File: src/rtl/pipe_pkg.sv
// Shared pipeline definitions: load-size encodings, datapath defaults and the
// MEM/WB control bundle used by the write-back stage.
package pipe_pkg;

    localparam int XLEN_DEF = 32;
    localparam int AW_DEF   = 5;

    localparam logic [1:0] LD_BYTE = 2'b00;
    localparam logic [1:0] LD_HALF = 2'b01;
    localparam logic [1:0] LD_WORD = 2'b10;

    // Width-independent MEM/WB fields; the XLEN/AW-sized fields live beside it
    // so the stage stays parameterisable.
    typedef struct packed {
        logic       valid;
        logic       reg_write;
        logic       to_reg;
        logic [1:0] ld_size;
        logic       ld_unsigned;
    } mem_wb_t;

endpackage

File: src/rtl/load_ext.sv
// Combinational load aligner: picks the little-endian byte/half lane selected
// by the address offset and sign- or zero-extends it to XLEN.
module load_ext
    import pipe_pkg::*;
#(
    parameter int XLEN = XLEN_DEF
) (
    input  logic [XLEN-1:0] rdata,
    input  logic [1:0]      off,
    input  logic [1:0]      size,
    input  logic            ld_unsigned,
    output logic [XLEN-1:0] ext
);

    logic [31:0] word;
    logic [7:0]  byte_lane;
    logic [15:0] half_lane;

    assign word      = rdata[31:0];
    assign byte_lane = 8'(word >> {off, 3'b000});
    // off[0] is ignored for halves: a misaligned half reads the aligned lane.
    assign half_lane = off[1] ? word[31:16] : word[15:0];

    // NOTE: ext gets a full default first so every path assigns it and no latch is inferred.
    always_comb begin
        ext = '0;
        unique case (size)
            LD_BYTE: begin
                ext       = {XLEN{~ld_unsigned & byte_lane[7]}};
                ext[7:0]  = byte_lane;
            end
            LD_HALF: begin
                ext       = {XLEN{~ld_unsigned & half_lane[15]}};
                ext[15:0] = half_lane;
            end
            default: begin
                ext       = {XLEN{~ld_unsigned & word[31]}};
                ext[31:0] = word;
            end
        endcase
    end

endmodule

File: src/rtl/wb_stage.sv
// Write-back stage: MEM/WB pipeline register, result select onto the register
// file write port, write-to-read bypass for decode, and retired-instruction count.
module wb_stage
    import pipe_pkg::*;
#(
    parameter int XLEN  = XLEN_DEF,
    parameter int AW    = AW_DEF,
    parameter int CNT_W = 32
) (
    input  logic             clk,
    input  logic             rst,
    input  logic             stall,
    input  logic             flush,
    input  logic             mem_valid,
    input  logic             mem_reg_write,
    input  logic             mem_to_reg,
    input  logic [1:0]       mem_ld_size,
    input  logic             mem_ld_unsigned,
    input  logic [AW-1:0]    mem_rd,
    input  logic [XLEN-1:0]  mem_alu_result,
    input  logic [XLEN-1:0]  mem_rdata,
    output logic [AW-1:0]    rf_a3,
    output logic [XLEN-1:0]  rf_wd,
    output logic             rf_we,
    input  logic [AW-1:0]    dec_a1,
    input  logic [AW-1:0]    dec_a2,
    input  logic [XLEN-1:0]  dec_rd1_in,
    input  logic [XLEN-1:0]  dec_rd2_in,
    output logic [XLEN-1:0]  dec_rd1,
    output logic [XLEN-1:0]  dec_rd2,
    output logic             wb_valid,
    output logic [CNT_W-1:0] instret
);

    mem_wb_t         wb_ctrl;
    logic [AW-1:0]   wb_rd;
    logic [XLEN-1:0] wb_alu_result;
    logic [XLEN-1:0] wb_rdata;
    logic [XLEN-1:0] ext_load;

    // NOTE: state uses non-blocking assignments so every register samples pre-edge values.
    always_ff @(posedge clk) begin
        if (rst) begin
            wb_ctrl       <= '0;
            wb_rd         <= '0;
            wb_alu_result <= '0;
            wb_rdata      <= '0;
            instret       <= '0;
        end else begin
            // The instruction held in WB retires on this edge only if it is
            // neither squashed nor held.
            if (wb_ctrl.valid && !stall && !flush)
                instret <= instret + CNT_W'(1);

            if (flush) begin
                wb_ctrl.valid     <= 1'b0;
                wb_ctrl.reg_write <= 1'b0;
            end else if (!stall) begin
                wb_ctrl.valid       <= mem_valid;
                wb_ctrl.reg_write   <= mem_reg_write;
                wb_ctrl.to_reg      <= mem_to_reg;
                wb_ctrl.ld_size     <= mem_ld_size;
                wb_ctrl.ld_unsigned <= mem_ld_unsigned;
                wb_rd               <= mem_rd;
                wb_alu_result       <= mem_alu_result;
                wb_rdata            <= mem_rdata;
            end
        end
    end

    load_ext #(.XLEN(XLEN)) u_load_ext (
        .rdata       (wb_rdata),
        .off         (wb_alu_result[1:0]),
        .size        (wb_ctrl.ld_size),
        .ld_unsigned (wb_ctrl.ld_unsigned),
        .ext         (ext_load)
    );

    assign wb_valid = wb_ctrl.valid;
    assign rf_a3    = wb_rd;
    assign rf_wd    = wb_ctrl.to_reg ? ext_load : wb_alu_result;
    // r0 is hard-wired to zero, so its writes are dropped here and never bypassed.
    assign rf_we    = wb_ctrl.valid & wb_ctrl.reg_write & (wb_rd != '0);

    // The register file reads the old value during its write cycle; forward the new one.
    assign dec_rd1 = (rf_we && dec_a1 == rf_a3) ? rf_wd : dec_rd1_in;
    assign dec_rd2 = (rf_we && dec_a2 == rf_a3) ? rf_wd : dec_rd2_in;

endmodule

File: config.mk
export PLATFORM = sky130hd
export DESIGN_NAME = wb_stage
export DESIGN_NICKNAME = d
export VERILOG_FILES = /design/src/rtl/pipe_pkg.sv /design/src/rtl/load_ext.sv /design/src/rtl/wb_stage.sv
export SDC_FILE = /design/constraint.sdc
export NUM_CORES = 1
export LEC_CHECK = 0
export CORE_ASPECT_RATIO = 1.1
export CORE_MARGIN = 4
export CORE_UTILIZATION = 45
export DETAILED_ROUTE_END_ITERATION = 8
export HOLD_SLACK_MARGIN = 0.06
export PLACE_DENSITY = 0.87
export REMOVE_ABC_BUFFERS = 1
export SLEW_MARGIN = 20
export SYNTH_ARGS = -nofsm -noshare
export SYNTH_HDL_FRONTEND = slang
export SYNTH_SLANG_ARGS = --single-unit
File: constraint.sdc
create_clock -name clk -period 5.7 [get_ports clk]
set_input_delay 1.71 -clock clk [delete_from_list [all_inputs] [get_ports clk]]
set_output_delay 1.71 -clock clk [all_outputs]
set_load 0.03 [all_outputs]
* After elaboration in Yosys (flattened, before gate mapping)
Index checks and enable logic that the tools add are counted.
Cells by class: add/sub/neg operators 1, eq/ne operators 3, shifts and indexed selects 1, multiplexer cells 5, bitwise logic cells 7, reduce and logical (&&, ||, !) cells 10
Operators by type and width (count):
- $mux 32 | 3
- $pmux 32 s2 | 1
- $add 32x1->32 const B | 1
- $shr 32x5->8 | 1
- $mux 16 | 1
- $eq 5x5->1 | 2
- $reduce_bool 5->1 | 1
- $and 1x1->1 | 4
- $logic_and 1x1->1 | 4
- $not 1->1 | 3
- $eq 2x1->1 const B | 1
- $logic_not 1->1 | 2
- $logic_not 2->1 | 1
- $reduce_and 2->1 | 1
- $reduce_or 2->1 | 1
Storage, ports and cells: flip-flop bits (word level) 107, input bits 153, output and inout bits 135, logic and storage cells 36

* Longest topological paths before layout
depth in word-level cells 5, gate-level depth with buffers 7, depth with buffers taken out 5

* Hierarchy
Synthesis repeated with hierarchy kept, for this count alone.
Second synthesis, totals: cells, all modules 754, area, all modules 6254.7 um2
By module, submodules not included:
- wb_stage | instances 1, cells each 632, area each 5412.7 um2, seq. area each 2142.1 um2
- load_ext | instances 1, cells each 122, area each 842.1 um2, seq. area each 0.0 um2

* Worst setup path after synthesis
Ideal clock, no wire load.
path type input to output, start input dec_a1[2], end output dec_rd1[15], data arrival time 3.093 ns, required time 3.990 ns, path slack 0.897 ns, cell stages on the path 4, path buffers 1, cells stage by stage xor2_1 nor4_4 buf_6 mux2i_1
Between the ends: longest elaborated chain between the ends 3
RTL lines:
- start, declared | line wb_stage.sv:25 | input logic [AW-1:0] dec_a1,
- $eq 5x5->1 | line wb_stage.sv:86 | assign dec_rd1 = (rf_we && dec_a1 == rf_a3) ? rf_wd : dec_rd1_in;
- $logic_and 1x1->1 | line wb_stage.sv:86
- $mux 32 | line wb_stage.sv:86
- end, declared | line wb_stage.sv:29 | output logic [XLEN-1:0] dec_rd1,
No other way between the ends.

* Worst setup path in the final report
start input dec_a1[4], end output dec_rd1[0]
Same word-level chain as after synthesis.

==> results.md <==
- The run finished with clean final reports.
- The count of H-tree levels built during CTS is 3.
- The hold violation count in the final report is 0.
- For the pin with the worst max-slew slack, the measured transition is 1.01 ns.
- The chip width is 120 µm.
- The wire length of the first global-routing pass is 32.6 mm.
- For this configuration, the core starts out at a cell density of 46.3%.
- Yosys mapped a number of flops with a built-in enable equal to 0.
- After global routing, the most crowded layer is met2.
- Counting along the longest clock path gives a buffer depth of 2.
- Traced cell by cell, the critical path runs through clkdlybuf4s50_1 > xnor2_1 > nand3_1 > nor4_4 > buf_12 > mux2_2 > clkdlybuf4s50_1.
- The number of rows created at floorplan is 44.
- In the final routed layout, each cell accounts on average for 18.1 µm.
- The first detailed-routing pass ran for 4 iterations.
- The most common cell in the synthesized netlist is sky130_fd_sc_hd__nand2_1.
- The cell that appears most often on the critical path is sky130_fd_sc_hd__clkdlybuf4s50_1.
- The cell family with the largest share of critical-path delay is buffers and inverters.
- The die outline area is 0.0157 mm².
- In this run the standard cell core region covers 0.0133 mm².
- The buffers plus inverters on the worst setup path is 3.
- The fraction of layout cells with a size suffix above 1 is 10.8%.
- The synthesized area divided by synthesized cell count is between 8 and 9 µm².
- Entering global routing, the biggest net connects 108 pins.
- The maximum single-stage delay on the critical path is between 0.5 and 0.6 ns.
- Routability-driven placement finished with a final weighted congestion of 0.872.
- The largest area contributor in the synthesized netlist is sky130_fd_sc_hd__dfxtp_1.
- The overall overflow remaining after global route is 0.
- STA classifies the critical path endpoint as an output pin.
- The final net count is 1,136.
- The setup-violating endpoint count in the final report is 0.
- The cell count after synthesis came out at between 700 and 800.
- Including well taps, the total number of placed cells is 1,155.
- Across all layers, the routed design uses 6,331 vias.
- The initial antenna violation count is 1.
- The max-slew violation count came to 0.
- The total track usage is around 26%.
- The areal power density over the cells is ~200 mW/mm².
- The post-detailed-route count of antenna-violating nets is 0.
- The cell area after placement is 0.00912 mm².
- The endpoint arrival time on the critical path is 3.99 ns.
- The startpoint type of the worst setup path is a primary input.
- The final wirelength is 21.2 mm.
- The proportion of synthesized flip-flops having asynchronous set or reset is 0%.
- The synthesized cell area is just over 0.006 mm².
- Of all nets on the critical path, the largest fanout is 31.
- The register clock-pin slew on the reported worst setup and hold paths is 0.06 ns.
- The estimated wirelength of the detail-placed design is 15.6 mm.
- In the routed design, unresolved DRC markers number 0.
- Setup repair after global routing could not meet its margin everywhere.
- The number of sinks on the clock net is 107.
- The post-synthesis sequential area ratio is 34.7%.
- The achievable frequency is 0.176 GHz.
- The met3 capacity usage during global routing is 7.19%.
- The number of clock buffers added by TritonCTS is 9.
- The number of top-level pins is ~290.
- The first routing iteration left 432 violations.
- By startpoint and endpoint, the worst setup path is classified as primary input to output pin.
- Ranked by total cell area, the synthesized netlist is headed by sky130_fd_sc_hd__dfxtp_1 (35%), sky130_fd_sc_hd__mux2_4 (14%), sky130_fd_sc_hd__nand2_1 (10%), sky130_fd_sc_hd__a21oi_1 (8.3%), sky130_fd_sc_hd__mux2i_1 (2.8%).
- The post-route minimum period is between 5 and 6 ns.
- Compared with the post-synthesis result, the final layout area differs by 53.2%.
- The CTS tree is done.
- The clock arrives with between 0.005 and 0.006 ns of skew.
- The path type of the worst min-delay path is flop to flop.
- The relative max-transition margin is 32.7%.
- The final instance area is 0.00945 mm².
- The CTS root buffer is sky130_fd_sc_hd__clkbuf_16.
- The analysis attributes to cell leakage a power of ~0.0034 µW.
- Global routing consumed, on the met2 layer, 48.2% of the routing resources.
- The peak ir drop on the vdd network is 0.000224 V.
- The number of buffers added on ports is ~290.
- The height of the die is 131 µm.
- The tool flagged a number of max-cap violations equal to 0.
- The met1 demand-to-capacity share in global routing is 29.1%.
- The repair_antennas step left the layout with diodes totalling 0.
- For this run, the number of Yosys warnings is 0.
- For the worst setup path, the data required time is 3.99 ns.
- The synthesized design devotes to its leading area cell type 34.7% of total area.
- The share of the cycle needed by the critical path after routing is 100%.
- Setup total negative slack on the finished layout was measured at 0 ns.
- Ranked by instance count, the synthesized netlist is headed by sky130_fd_sc_hd__nand2_1 (165), sky130_fd_sc_hd__dfxtp_1 (107), sky130_fd_sc_hd__a21oi_1 (102), sky130_fd_sc_hd__mux2_4 (58), sky130_fd_sc_hd__clkbuf_1 (39).
- The most used flip-flop cell after synthesis is sky130_fd_sc_hd__dfxtp_1.
- The number of vias per cell is 5.41.
- In this run, distinct cell masters in the synthesized netlist total between 50 and 60.
- The count of cells in the finished layout, fillers not included, comes to 1,170.
- The number of hold-repair buffers added at the cts stage is 0.
- The number of global-route vias before repair is 6,309.
- The clock latency on the worst-skew pair is between 0.3 and 0.4 ns.
- Synthesis inferred about 110 register bits.
- The slowest stage cell on the critical path is sky130_fd_sc_hd__clkdlybuf4s50_1.
-- metrics by stage --
| stage | worst slack (ns) | power [µW] | utilization (%) | hold WS [ns] |
|---|---|---|---|---|
| finish | 0.00228 | 1890 | 71.0 | 0.454 |
| detailed placement | 0.0141 | 1260 | 68.4 | 0.448 |
| floorplan | -0.285 | 1020 | - | 0.426 |
| CTS | 0.00333 | 1910 | 70.8 | 0.457 |
| global route | -0.0934 | 1960 | 71.0 | 0.479 |
| global placement | 0.0528 | 1250 | 68.4 | 0.443 |
-- state kept, by name (all words and copies together) (netlist names) --
name	flops
wb_valid	1
wb_rdata	32
wb_alu_result	32
wb_ctrl	5
instret	32
rf_a3	5
-- worst reg2reg max path, cell delays in order (launching register included) --
cell                      delay [ns]
sky130_fd_sc_hd__dfxtp_1        0.46
sky130_fd_sc_hd__and4_1         0.27
sky130_fd_sc_hd__nand4_1        0.62
sky130_fd_sc_hd__or4_1          0.73
sky130_fd_sc_hd__a21oi_1        0.16
-- where the power goes --
group | leakage, µW | internal (µW) | switching [µW] | total [µW]
logic | 0.00234 | 229 | 215 | 445
registers | 0.000871 | 772 | 24.1 | 796
clock network | 0.000155 | 387 | 264 | 651
-- layer usage --
layer | share of wire (%) | vias up
met5 | 0.094 | -
met4 | 1.6 | 2
met3 | 7.3 | 21
met2 | 52 | 220
met1 | 39 | 2994
li1 | - | 3094
-- path summary, 6_finish.rpt --
path                            cells past startpoint                      startpoint  slack (ns)                              to
worst min-delay path                                2  wb_alu_result[13]$_SDFFE_PP0P_        0.45  wb_alu_result[13]$_SDFFE_PP0P_
worst max-delay path                                7                       dec_a1[4]       0.002                      dec_rd1[0]
worst min register to register                      2  wb_alu_result[13]$_SDFFE_PP0P_        0.45  wb_alu_result[13]$_SDFFE_PP0P_
worst max register to register                      4        instret[15]$_SDFFE_PP0P_        3.40        instret[28]$_SDFFE_PP0P_
-- cells in the final DEF, fill, tap and decap left out, types with 10 or more instances in the layout --
cell type	n
sky130_fd_sc_hd__clkdlybuf4s50_1	275
sky130_fd_sc_hd__nand2_1	165
sky130_fd_sc_hd__dfxtp_1	107
sky130_fd_sc_hd__a21oi_1	102
sky130_fd_sc_hd__mux2_4	58
sky130_fd_sc_hd__nor2_1	18
sky130_fd_sc_hd__mux2i_1	17
sky130_fd_sc_hd__a22oi_1	15
sky130_fd_sc_hd__o31ai_1	15
sky130_fd_sc_hd__or4_1	15
sky130_fd_sc_hd__nand3_1	14
sky130_fd_sc_hd__o21ai_0	13
sky130_fd_sc_hd__buf_4	12
sky130_fd_sc_hd__nand4_1	11
sky130_fd_sc_hd__o21ai_1	10
sky130_fd_sc_hd__xor2_1	10
-- cell families after synthesis --
group,Yosys count,synth area share [%]
AOI/OAI and AO/OA,184,17.8
xor gates and xnor gates,19,2.70
adders and majority gates,1,0.203
buffers and inverters,66,4.99
DFF,107,34.7
muxes,83,18.5
and+or+nand+nor,269,21.1
-- repair_timing --
item / in CTS / in global routing
setup buffers: 0 / 0
resized for setup: 0 / 7
endpoints found under the hold margin: 0 / 0
endpoints found under the setup margin: 0 / 32
-- area by class of cell --
cell class / count / area [µm²]
tap: 184 / 230
fill: 1059 / 3870
sequential: 107 / 2140
inverter: 10 / 37.5
multi-input combinational: 556 / 3730
clock inverter: 1 / 30.0
clock buffer: 14 / 284
timing repair buffer: 298 / 3000
No activity file was read; power rests on OpenSTA's default activity.
